<file path="src/rtl/switch_allocator.sv">
`default_nettype none
// ============================================================================
//  Module      : switch_allocator
//  Description : Packet-level switch allocator for a 4x4 router crossbar.
//                One round-robin arbiter per output; a grant is held until
//                the owning packet's tail flit transfers.
//  Revision    : 1.0 - initial release
// ============================================================================
module switch_allocator #(
  parameter int NPORT = 4
) (
  input  logic             clk,
  input  logic             rst_n,      // active-high synchronous reset
  input  logic [NPORT-1:0] req0,
  input  logic [NPORT-1:0] req1,
  input  logic [NPORT-1:0] req2,
  input  logic [NPORT-1:0] req3,
  input  logic [NPORT-1:0] tail,
  input  logic [NPORT-1:0] out_ready,
  output logic [NPORT-1:0] sel0,
  output logic [NPORT-1:0] sel1,
  output logic [NPORT-1:0] sel2,
  output logic [NPORT-1:0] sel3,
  output logic [NPORT-1:0] busy,
  output logic [NPORT-1:0] gnt_in
);

  localparam int IW = (NPORT > 1) ? $clog2(NPORT) : 1;

  typedef enum logic {
    IDLE   = 1'b0,
    LOCKED = 1'b1
  } state_t;

  // Per-output arbiter state
  state_t           state   [NPORT];
  logic [IW-1:0]    owner   [NPORT];
  logic [IW-1:0]    ptr     [NPORT];
  logic [NPORT-1:0] sel_q   [NPORT];

  // Combinational helpers
  logic [NPORT-1:0] req_arr [NPORT];
  logic [NPORT-1:0] nreq    [NPORT];
  logic [NPORT-1:0] owns;
  logic [NPORT-1:0] win_valid;
  logic [IW-1:0]    win_idx [NPORT];
  logic [NPORT-1:0] claimed;
  logic [NPORT-1:0] xfer;
  logic [NPORT-1:0] gnt;

  assign req_arr[0] = req0;
  assign req_arr[1] = req1;
  assign req_arr[2] = req2;
  assign req_arr[3] = req3;

  // Keep only the lowest set bit of each request (two's-complement isolation)
  always_comb begin
    for (int i = 0; i < NPORT; i++) begin
      nreq[i] = req_arr[i] & (~req_arr[i] + NPORT'(1));
    end
  end

  // Mark inputs that already own a locked output; they may not win another
  always_comb begin
    owns = '0;
    for (int j = 0; j < NPORT; j++) begin
      if (state[j] == LOCKED) owns[owner[j]] = 1'b1;
    end
  end

  // Round-robin search per idle output; lower output index wins an input tie
  always_comb begin
    logic [IW-1:0] cidx;
    claimed = '0;
    cidx    = '0;
    for (int j = 0; j < NPORT; j++) begin
      win_valid[j] = 1'b0;
      win_idx[j]   = '0;
      if (state[j] == IDLE) begin
        for (int k = 1; k <= NPORT; k++) begin
          cidx = IW'((int'(ptr[j]) + k) % NPORT);
          if (!win_valid[j] && nreq[cidx][j] && !owns[cidx]) begin
            win_valid[j] = 1'b1;
            win_idx[j]   = cidx;
          end
        end
        // A first candidate already taken by a lower output means no grant
        // this cycle; this output retries on the next one.
        if (win_valid[j] && claimed[win_idx[j]]) win_valid[j] = 1'b0;
        if (win_valid[j]) claimed[win_idx[j]] = 1'b1;
      end
    end
  end

  // Flit transfer on each locked output and the per-input grant back to buffers
  always_comb begin
    xfer = '0;
    gnt  = '0;
    for (int j = 0; j < NPORT; j++) begin
      if (!rst_n && state[j] == LOCKED) begin
        xfer[j] = nreq[owner[j]][j] & out_ready[j];
        if (xfer[j]) gnt[owner[j]] = 1'b1;
      end
    end
  end

  // Per-output IDLE/LOCKED state machine with registered sel and busy
  always_ff @(posedge clk) begin
    if (rst_n) begin
      for (int j = 0; j < NPORT; j++) begin
        state[j] <= IDLE;
        owner[j] <= '0;
        ptr[j]   <= IW'(NPORT - 1);
        sel_q[j] <= '0;
        busy[j]  <= 1'b0;
      end
    end else begin
      for (int j = 0; j < NPORT; j++) begin
        case (state[j])
          IDLE: begin
            if (win_valid[j]) begin
              state[j] <= LOCKED;
              owner[j] <= win_idx[j];
              ptr[j]   <= win_idx[j];
              sel_q[j] <= NPORT'(1) << win_idx[j];
              busy[j]  <= 1'b1;
            end
          end
          LOCKED: begin
            if (xfer[j] && tail[owner[j]]) begin
              state[j] <= IDLE;
              sel_q[j] <= '0;
              busy[j]  <= 1'b0;
            end
          end
          default: begin
            state[j] <= IDLE;
            sel_q[j] <= '0;
            busy[j]  <= 1'b0;
          end
        endcase
      end
    end
  end

  assign sel0   = sel_q[0];
  assign sel1   = sel_q[1];
  assign sel2   = sel_q[2];
  assign sel3   = sel_q[3];
  assign gnt_in = gnt;

endmodule
`default_nettype wire

</file>
<file path="config.mk">
export PLATFORM = sky130hd
export DESIGN_NAME = switch_allocator
export DESIGN_NICKNAME = d
export VERILOG_FILES = /design/src/rtl/switch_allocator.sv
export SDC_FILE = /design/constraint.sdc
export NUM_CORES = 1
export LEC_CHECK = 0
export CORE_MARGIN = 2
export CORE_UTILIZATION = 40
export CTS_CLUSTER_SIZE = 8
export DETAILED_ROUTE_END_ITERATION = 8
export GPL_TIMING_DRIVEN = 0
export PLACE_DENSITY = 0.71
export SLEW_MARGIN = 10
export SYNTH_ARGS = -nofsm -noshare
export SYNTH_HDL_FRONTEND = slang
export SYNTH_SLANG_ARGS = --single-unit
</file>
<file path="constraint.sdc">
create_clock -name clk -period 5.2 [get_ports clk]
set_input_delay 1.04 -clock clk [delete_from_list [all_inputs] [get_ports clk]]
set_output_delay 1.04 -clock clk [all_outputs]
set_load 0.01 [all_outputs]
</file>
==> parameters.txt, run 1 <==
Parameter                              Value

Synthesis
  Yosys reg bits    40
  Synthesized netlist net count    297
  Distinct cell type count after synthesis    62
  Fraction of post-synthesis cell area in the top cell type by area    0.400
  Part of the Yosys area used for sequential elements    0.430
  Post-Syn Instances    271
  Most used standard cells in the synthesized netlist    edfxtp_1, nor2_1, nand2_1, inv_1, nand2b_1
  Most area-consuming cells after synthesis    edfxtp_1, nand2b_1, nor2_1, dfxtp_1, nand2_1
  Leading area contributor after synthesis    edfxtp_1
  Warning count from the yosys run    0
  Most numerous cell in the Yosys netlist    edfxtp_1
  Asr flop ratio synth    0
  Count of flip-flops with a built-in enable after synthesis    36
  Mean instance size in the synthesized netlist    9.96 µm²
  Top flip-flop cell by instance count after synthesis    edfxtp_1
  Total standard cell area after synthesis    2700 µm²

Place
  Detailed placement HPWL    approximately 5.4 mm
  Number of buffers inserted by port buffering    47
  Minimum setup slack after placement    between 0.5 and 0.6 ns
  Final Wtd Congestion    0.943

Global route
  Vias in the first global route    approximately 2300
  Largest net degree at the start of global routing    12
  Remaining global-route overflow    0
  Tot GR Track Use    0.197
  First-pass GRT wire length    approximately 11 mm
  Number of antenna violations at the first check in global routing    0

Timing
  Final setup slack of the worst path    roughly 0.53 ns
  Unrepaired setup endpoints after global routing    false
  Maximum achievable frequency    ~210 MHz
  Worst slew slack as a fraction of its limit    0.545
  Count of pins over their slew limit    0
  Time the worst path needs with I/O delays and setup    ~4.7 ns
  Final clock skew    about 0.0042 ns
  Fin Setup TNS    0 ns
  Final-report hold violation count    0
  Ratio of final minimum period to clock period    0.898
  Final setup fails    0
  Pin slew with the least headroom to its limit    between 0.6 and 0.7 ns

Clock tree
  Clock H-tree levels    2
  Number of sinks handled by clock tree synthesis    40
  Number of buffers added to fix hold violations after cts    0
  Post-cts resize count    0
  Worst skew pair latency    between 0.2 and 0.3 ns
  Maximum clock insertion buffer count    2
  CTS tree    done
  Root buffer cell    clkbuf_8
  Total CTS buffers    5
  Clk pin slew, worst setup/hold paths    around 0.08 ns
  Post-CTS setup buffers    0

Power
  Sw frac    0.341
  Power Dens Cells    322 nW/µm²
  IR Drop Worst-Case VDD    0.000166 V
  Fraction of power consumed by the clock network    0.197
  Gate power share    0.376
  Leakage    approximately 1.2 nW
  Internal power component    around 700 µW
  Power dissipated by switching net loads    roughly 370 µW
  Sequential share of power    0.428

Cells and area
  Diode count    0
  Net total in the final layout    between 300 and 400
  Share of layout cells above drive strength 1    0.110
  Area growth syn-to-layout    24.3%

Routing
  Post-route ant nets    0
  Routed len/inst    17.6 µm
  Number of DRC markers after the initial detailed-route iteration    ~230
  Total iterations of the first detailed-routing run    4
  Total via count in the routed design    about 2400
  Drt via density    slightly below 6
  Number of remaining DRC errors    0
  Final routed wirelength across all metal layers    7.10 mm

Worst setup path
  Bufs and invs on worst path    2
  Top fanout value on the critical path    7
  Path type of the worst setup path    in2out
  Worst EP required    4.16 ns
  Type of destination of the critical path    primary output
  CP cell instances    clkdlybuf4s50_1, nor4b_1, mux4_2, nand4b_1, o311ai_0, clkdlybuf4s50_1
  WP data arrival    between 3 and 4 ns
  Kind of start point of the critical path    input pin
  Cell type with the highest occurrence count on the critical path    clkdlybuf4s50_1
  Category of cells accounting for the largest share of critical-path delay    buffers and inverters
  CP max stage delay    between 0.6 and 0.7 ns
  Slowest-stage cell, CP    clkdlybuf4s50_1

Floorplan
  Row count    29
  Chip Width    between 80 and 90 µm
  Die footprint    around 7400 µm²
  Top-level port count    50
  Total core area    around 6400 µm²
  DIE HEIGHT    86.2 µm
  Initial core utilization    0.420

Worst hold path
  HP Class    reg2reg

Outcome
  Run status    finished, final reports clean

Job
  Number of maximum-capacitance constraint violations    0
[metrics by stage]
step	cell area (µm²)	power, mW	utilization	hold WS, ns	instances
2_1_floorplan	2700	0.715	-	0.465	271
3_3_place_gp	3270	0.863	0.509	0.438	395
3_5_place_dp	3270	0.872	0.509	0.445	395
4_1_cts	3360	1.08	0.523	0.456	403
5_1_grt	3360	1.14	0.523	0.479	403
6_report	3360	1.08	0.523	0.447	403
[placed cells by master, fill, tap and decap left out, types with 3 or more instances in the layout]
master           instances
clkdlybuf4s50_1         47
edfxtp_1                36
nor2_1                  25
nand2_1                 20
inv_1                   15
nand2b_1                15
nor2b_1                 12
a21oi_1                 12
nor3_1                  10
nand3_1                  8
and2_1                   6
nand4_1                  6
clkbuf_8                 6
buf_2                    5
clkbuf_1                 5
nor4b_1                  5
nand3b_1                 5
o22ai_1                  5
nor4_1                   4
and3_1                   4
o21ai_0                  4
o211ai_1                 4
nor3_2                   4
o221ai_1                 4
dfxtp_1                  4
mux4_2                   3
o22ai_2                  3
a22oi_1                  3
[path summary, 6_finish.rpt]
path               start        end  slack (ns)  depth (start not counted)
max              req2[0]  gnt_in[0]        0.53                          6
max reg2reg  owner[0][0]   state[3]        2.31                          8
min reg2reg      busy[2]    busy[2]        0.45                          2
min              busy[2]    busy[2]        0.45                          2
[worst register-to-register path, cell delays in order, from the launching register on]
cell	delay, ns
edfxtp_1	0.34
buf_2	0.24
inv_1	0.12
o22ai_1	0.53
nor3_1	0.24
nor4_2	0.45
nor2_1	0.10
or2_1	0.31
nand2b_1	0.29
[logic make-up (layout without fill, tap and decap cells)]
family / count (synthesis) / count (layout) / synth area share
flops: 40 / 40 / 0.430
mux: 7 / 7 / 0.0519
compound gates: 58 / 58 / 0.169
simple gates: 142 / 142 / 0.312
buf+inv: 24 / 79 / 0.0371
[power groups by stage]
stage                     Clock (mW)  Combinational, mW  Sequential, mW
final                          0.213              0.406           0.462
after global routing           0.230              0.443           0.469
after CTS                      0.216              0.404           0.462
after detailed placement           0              0.403           0.469
after global placement             0              0.397           0.466
after floorplan                    0              0.240           0.475
[registers in the layout (all words and copies together) (netlist names)]
register and cells:
busy 4, state 4, sel_q 16, owner 8
ptr 8
[layer usage]
layer | up-vias | GRT usage | part of all wire
met5 | - | 0 | 0
met1 | 1150 | 0.288 | 0.46
met4 | 0 | 0.0447 | 0.010
met2 | 82 | 0.302 | 0.46
li1 | 1152 | - | -
met3 | 6 | 0.0404 | 0.073
[layout make-up]
| cell class | count | area (µm²) |
|---|---|---|
| Tap cell | 77 | 96.3 |
| Multi-Input combinational cell | 207 | 1440 |
| Clock buffer | 8 | 90.1 |
| Fill cell | 596 | 3070 |
| Buffer | 9 | 43.8 |
| Timing Repair Buffer | 47 | 470 |
| Sequential cell | 40 | 1160 |
| Inverter | 15 | 56.3 |
No activity file was read; power rests on OpenSTA's default activity.
==> run 2, diff against run 1 <==
CTS_CLUSTER_DIAMETER = 200   (was unset)
MAX_ROUTING_LAYER = met4   (was unset)
==> run 2 against run 1 <==
Total power rose by 0.17%. Sequential share of layout area did not move. Global-route usage rose by 0.40 points. Largest power group unchanged. Fmax barely moved. Count of clock-buffer cells in the layout did not move.
==> parameters.txt, run 2 (synthesis gave the netlist of run 1 again) <==
Parameter                              Value

Clock tree
  Root buffer cell    clkbuf_8
  Post-CTS setup buffers    0
  Number of buffers added to fix hold violations after cts    0
  Clock H-tree levels    2
  Worst skew pair latency    0.29 ns
  CTS tree    done
  Clk pin slew, worst setup/hold paths    ~0.080 ns
  Number of sinks handled by clock tree synthesis    40
  Maximum clock insertion buffer count    2
  Total CTS buffers    5
  Post-cts resize count    0

Timing
  Count of pins over their slew limit    0
  Ratio of final minimum period to clock period    0.897
  Maximum achievable frequency    ~210 MHz
  Final-report hold violation count    0
  Pin slew with the least headroom to its limit    just over 0.7 ns
  Unrepaired setup endpoints after global routing    false
  Worst slew slack as a fraction of its limit    0.511
  Fin Setup TNS    0 ns
  Final clock skew    0.00487 ns
  Hold slack    0.447 ns
  Final setup fails    0
  Time the worst path needs with I/O delays and setup    4.67 ns

Worst setup path
  Slowest-stage cell, CP    clkdlybuf4s50_1
  Crit path launch    req2[0]
  Crit path depth    6
  WP data arrival    3.63 ns
  End of the critical path    gnt_in[0]
  Worst EP required    4.16 ns
  Path type of the worst setup path    in2out
  CP cell instances    clkdlybuf4s50_1, nor4b_1, mux4_2, nand4b_1, o311ai_0, clkdlybuf4s50_1
  Category of cells accounting for the largest share of critical-path delay    buffers and inverters
  Type of destination of the critical path    primary output
  Top fanout value on the critical path    7
  Cell type with the highest occurrence count on the critical path    clkdlybuf4s50_1
  Bufs and invs on worst path    2
  Worst reg2reg path startpoint    owner[1][0]
  Kind of start point of the critical path    input pin
  Reg-to-reg setup timing slack    about 2.4 ns
  Capture instance of the worst register-to-register path    state[3]
  CP max stage delay    between 0.6 and 0.7 ns
  Worst R2R Path Depth    8

Cells and area
  Area of combinational cells with multiple inputs    between 1000 and 1500 µm²
  Net total in the final layout    between 300 and 400
  Diode count    0
  Commonest cells after routing, fill and taps aside    clkdlybuf4s50_1, edfxtp_1, nor2_1, nand2_1
  Biggest regs    sel_q: 16 flops, owner: 8 flops, ptr: 8 flops
  Share of layout cells above drive strength 1    0.110
  Number of flip-flops under the largest register name    16
  Area growth syn-to-layout    24.3%
  Most common cell after layout, fill and taps aside    clkdlybuf4s50_1
  Top reg by flops    sel_q
  Register area    1160 µm²
  Filler cell count in the final layout    588

Power
  Leakage    approximately 1.2 nW
  Power Dens Cells    approximately 320 nW/µm²
  IR Drop Worst-Case VDD    ~0.00017 V

Floorplan
  Chip Width    ~86 µm
  Row count    29
  Initial core utilization    0.420
  Die footprint    7420 µm²
  DIE HEIGHT    around 86 µm
  Top-level port count    50
  Total core area    6420 µm²

Outcome
  Run status    finished, final reports clean

Global route
  Remaining global-route overflow    0
  Vias in the first global route    around 2200
  Largest net degree at the start of global routing    12
  Tot GR Track Use    0.201
  First-pass GRT wire length    ~11 mm
  Number of antenna violations at the first check in global routing    0

Routing
  Number of remaining DRC errors    0
  Drt via density    roughly 5.9
  Post-route ant nets    0
  Total via count in the routed design    around 2400
  Total iterations of the first detailed-routing run    5
  Routed len/inst    ~18 µm
  Final routed wirelength across all metal layers    just over 7 mm
  Number of DRC markers after the initial detailed-route iteration    ~210

Worst hold path
  HP Class    reg2reg

Job
  Number of maximum-capacitance constraint violations    0

Place
  Number of buffers inserted by port buffering    47
  Detailed placement HPWL    about 5.5 mm
  Final Wtd Congestion    0.962
[run 2: cell counts in the layout (fill, tap and decap cells not counted)]
No cell type changed its count.
[run 2: stage by stage]
| stage | setup slack, ns | util | area [µm²] | total power [mW] | instances |
|---|---|---|---|---|---|
| global route | 0.426 | 0.523 | 3360 | 1.14 | 403 |
| CTS | 0.564 | 0.523 | 3360 | 1.08 | 403 |
| finish | 0.533 | 0.523 | 3360 | 1.08 | 403 |
| floorplan | 1.83 | - | 2700 | 0.715 | 271 |
| detailed placement | 0.583 | 0.509 | 3270 | 0.870 | 395 |
| global placement | 0.565 | 0.509 | 3270 | 0.864 | 395 |
[run 2: cell type report]
| class | count | area share |
|---|---|---|
| inverters | 15 | 0.0168 |
| clock buffers | 8 | 0.0268 |
| flip-flops and latches | 40 | 0.346 |
| well taps | 77 | 0.0287 |
| plain buffers | 9 | 0.0130 |
| multi-input cells | 207 | 0.429 |
| repair buffers | 47 | 0.140 |
[run 2: worst min-delay path by stage]
| stage | slack, ns | cells after the start | start | to |
|---|---|---|---|---|
| after CTS | 0.45 | 2 | busy[2] | busy[2] |
| final | 0.45 | 2 | busy[2] | busy[2] |
| after global routing | 0.48 | 2 | busy[2] | busy[2] |
| after global placement | 0.43 | 2 | busy[2] | busy[2] |
| after detailed placement | 0.44 | 2 | busy[2] | busy[2] |
| after floorplan | 0.47 | 2 | busy[2] | busy[2] |
[run 2: power by group]
part / total (mW) / switching (mW) / internal (mW)
Sequential: 0.461 / 0.0363 / 0.425
Clock: 0.215 / 0.107 / 0.108
Combinational: 0.407 / 0.228 / 0.180
[run 2: routing by layer]
layer | vias to the layer above | global-route usage | routed length, µm
li1 | 1145 | - | -
met2 | 115 | 0.302 | 3180
met4 | 0 | 0.0548 | 93
met5 | - | - | 0
met3 | 10 | 0.0375 | 596
met1 | 1119 | 0.280 | 3270
[run 2: tightest hold or removal path, stage by stage (launching register included)]
cell	delay, ns
dfxtp_1	0.32
inv_1	0.05
a21oi_1	0.05
==> run 3, diff against run 2 <==
GPL_TIMING_DRIVEN = 1   (was 0)
==> run 3 against run 2 <==
Clock power is essentially flat. Clock skew is essentially flat. Setup slack lost 0.0023 ns. Wire length shrank 0.91%. Non-clock buffer count shrank 6. Utilization shrank 0.25 points. Die area is the same. Highest routed layer unchanged.
==> parameters.txt, run 3 (synthesis gave the netlist of run 1 again) <==
Parameter                              Value

Worst setup path
  Cell type with the highest occurrence count on the critical path    clkdlybuf4s50_1
  Kind of start point of the critical path    input pin
  CP cell instances    clkdlybuf4s50_1, nor4b_1, mux4_2, nand4b_1, o311ai_0, clkdlybuf4s50_1
  Type of destination of the critical path    primary output
  Worst R2R Path Depth    7
  Bufs and invs on worst path    2
  Capture instance of the worst register-to-register path    sel_q[3][1]
  WP data arrival    3.63 ns
  Slowest-stage cell, CP    clkdlybuf4s50_1
  CP max stage delay    slightly above 0.6 ns
  Top fanout value on the critical path    6
  Reg-to-reg setup timing slack    approximately 2.2 ns
  Worst reg2reg path startpoint    owner[0][0]
  Worst EP required    4.16 ns
  End of the critical path    gnt_in[0]
  Path type of the worst setup path    in2out
  Crit path launch    req0[0]
  Category of cells accounting for the largest share of critical-path delay    buffers and inverters
  Crit path depth    6

Timing
  Pin slew with the least headroom to its limit    0.712 ns
  Hold slack    0.441 ns
  Fin Setup TNS    0 ns
  Final-report hold violation count    0
  Time the worst path needs with I/O delays and setup    approximately 4.7 ns
  Count of pins over their slew limit    0
  Final setup fails    0
  Worst slew slack as a fraction of its limit    0.520
  Maximum achievable frequency    about 210 MHz
  Final clock skew    0.00476 ns
  Ratio of final minimum period to clock period    0.898
  Unrepaired setup endpoints after global routing    false

Power
  IR Drop Worst-Case VDD    slightly below 0.0002 V
  Leakage    roughly 1.1 nW
  Power Dens Cells    323 nW/µm²

Place
  Final Wtd Congestion    between 0.9 and 1
  Detailed placement HPWL    approximately 5.5 mm
  Placed inst area    between 3000 and 4000 µm²
  Number of buffers inserted by port buffering    just under 50
  Count of placed standard cells including taps    ~390

Cells and area
  Number of flip-flops under the largest register name    16
  Non-filler cells in the finished layout    397
  Most common cell after layout, fill and taps aside    clkdlybuf4s50_1
  Layout Cell Area excl Fill    3340 µm²
  Area growth syn-to-layout    23.7%
  Utilization of the core after routing    0.520
  Commonest cells after routing, fill and taps aside    clkdlybuf4s50_1, edfxtp_1, nor2_1, nand2_1
  Diode count    0
  Net total in the final layout    345
  Biggest regs    sel_q: 16 flops, owner: 8 flops, ptr: 8 flops
  Top reg by flops    sel_q
  Share of layout cells above drive strength 1    0.0969
  Filler cell count in the final layout    590

Routing
  Routed len/inst    between 15 and 20 µm
  Post-route ant nets    0
  Number of remaining DRC errors    0
  Total via count in the routed design    roughly 2500
  Drt via density    6.22
  Final routed wirelength across all metal layers    7.07 mm
  Total iterations of the first detailed-routing run    5
  Number of DRC markers after the initial detailed-route iteration    ~220

Worst hold path
  HP Class    reg2reg
  Number of cells on the worst hold path    2

Global route
  Remaining global-route overflow    0
  Vias in the first global route    around 2200
  Largest net degree at the start of global routing    13
  Number of antenna violations at the first check in global routing    0
  Tot GR Track Use    0.197
  First-pass GRT wire length    11.1 mm

Outcome
  Run status    finished, final reports clean

Clock tree
  Root buffer cell    clkbuf_8
  Maximum clock insertion buffer count    2
  Clock H-tree levels    2
  Clk pin slew, worst setup/hold paths    roughly 0.07 ns
  Post-cts resize count    0
  Number of sinks handled by clock tree synthesis    40
  Number of buffers added to fix hold violations after cts    0
  Post-CTS setup buffers    0
  Total CTS buffers    5
  Worst skew pair latency    between 0.2 and 0.3 ns
  CTS tree    done

Floorplan
  Row count    29
  Top-level port count    50
  DIE HEIGHT    between 80 and 90 µm
  Chip Width    between 80 and 90 µm
  Initial core utilization    0.420
  Total core area    between 6000 and 7000 µm²
  Die footprint    between 7000 and 8000 µm²

Job
  Number of maximum-capacitance constraint violations    0
## run 3: cell types whose count changed in the layout (fill, tap and decap cells not counted), sizes merged
cell,before,now
clkbuf,11,8
clkdlybuf4s50,47,49
buf,6,1
## run 3: worst min path at each step
stage | start | slack, ns | endpoint
after CTS | busy[2] | 0.45 | busy[2]
final | busy[2] | 0.44 | busy[2]
after floorplan | busy[2] | 0.47 | busy[2]
after global placement | busy[2] | 0.43 | busy[2]
after detailed placement | busy[2] | 0.43 | busy[2]
after global routing | busy[2] | 0.46 | busy[2]
## run 3: layer usage
| layer | track usage | wire length (µm) | up-vias |
|---|---|---|---|
| met1 | 0.272 | 3280 | 1210 |
| met5 | - | 0 | - |
| met3 | 0.0472 | 605 | 9 |
| met2 | 0.293 | 3120 | 115 |
| met4 | 0.0462 | 77 | 0 |
| li1 | - | - | 1137 |
## run 3: power by group
| part | total, mW | leakage, nW | internal [mW] | switching, mW |
|---|---|---|---|---|
| clock | 0.215 | 0.0455 | 0.108 | 0.107 |
| combinational | 0.373 | 0.688 | 0.175 | 0.198 |
| sequential | 0.490 | 0.399 | 0.426 | 0.0640 |
## run 3: final cells by class
| cell class | instances | area [µm²] | area share |
|---|---|---|---|
| Tap cell | 77 | 96.3 | 0.0288 |
| Multi-Input combinational cell | 207 | 1440 | 0.431 |
| Clock buffer | 8 | 90.1 | 0.0270 |
| Inverter | 15 | 56.3 | 0.0169 |
| Sequential cell | 40 | 1160 | 0.348 |
| Timing Repair Buffer | 50 | 498 | 0.149 |
## run 3: worst min-delay path, delay by kind of cell (launching register included)
family	cells	cell delay, ns
AO/OA/AOI/OAI	1	0.05
flip-flops	1	0.31
buffers and inverters	1	0.04
## run 3: per-stage QoR
step	power [mW]	setup slack, ns
2_1_floorplan	0.715	1.83
3_3_place_gp	0.859	0.677
3_5_place_dp	0.864	0.572
4_1_cts	1.08	0.592
5_1_grt	1.14	0.377
6_report	1.08	0.531
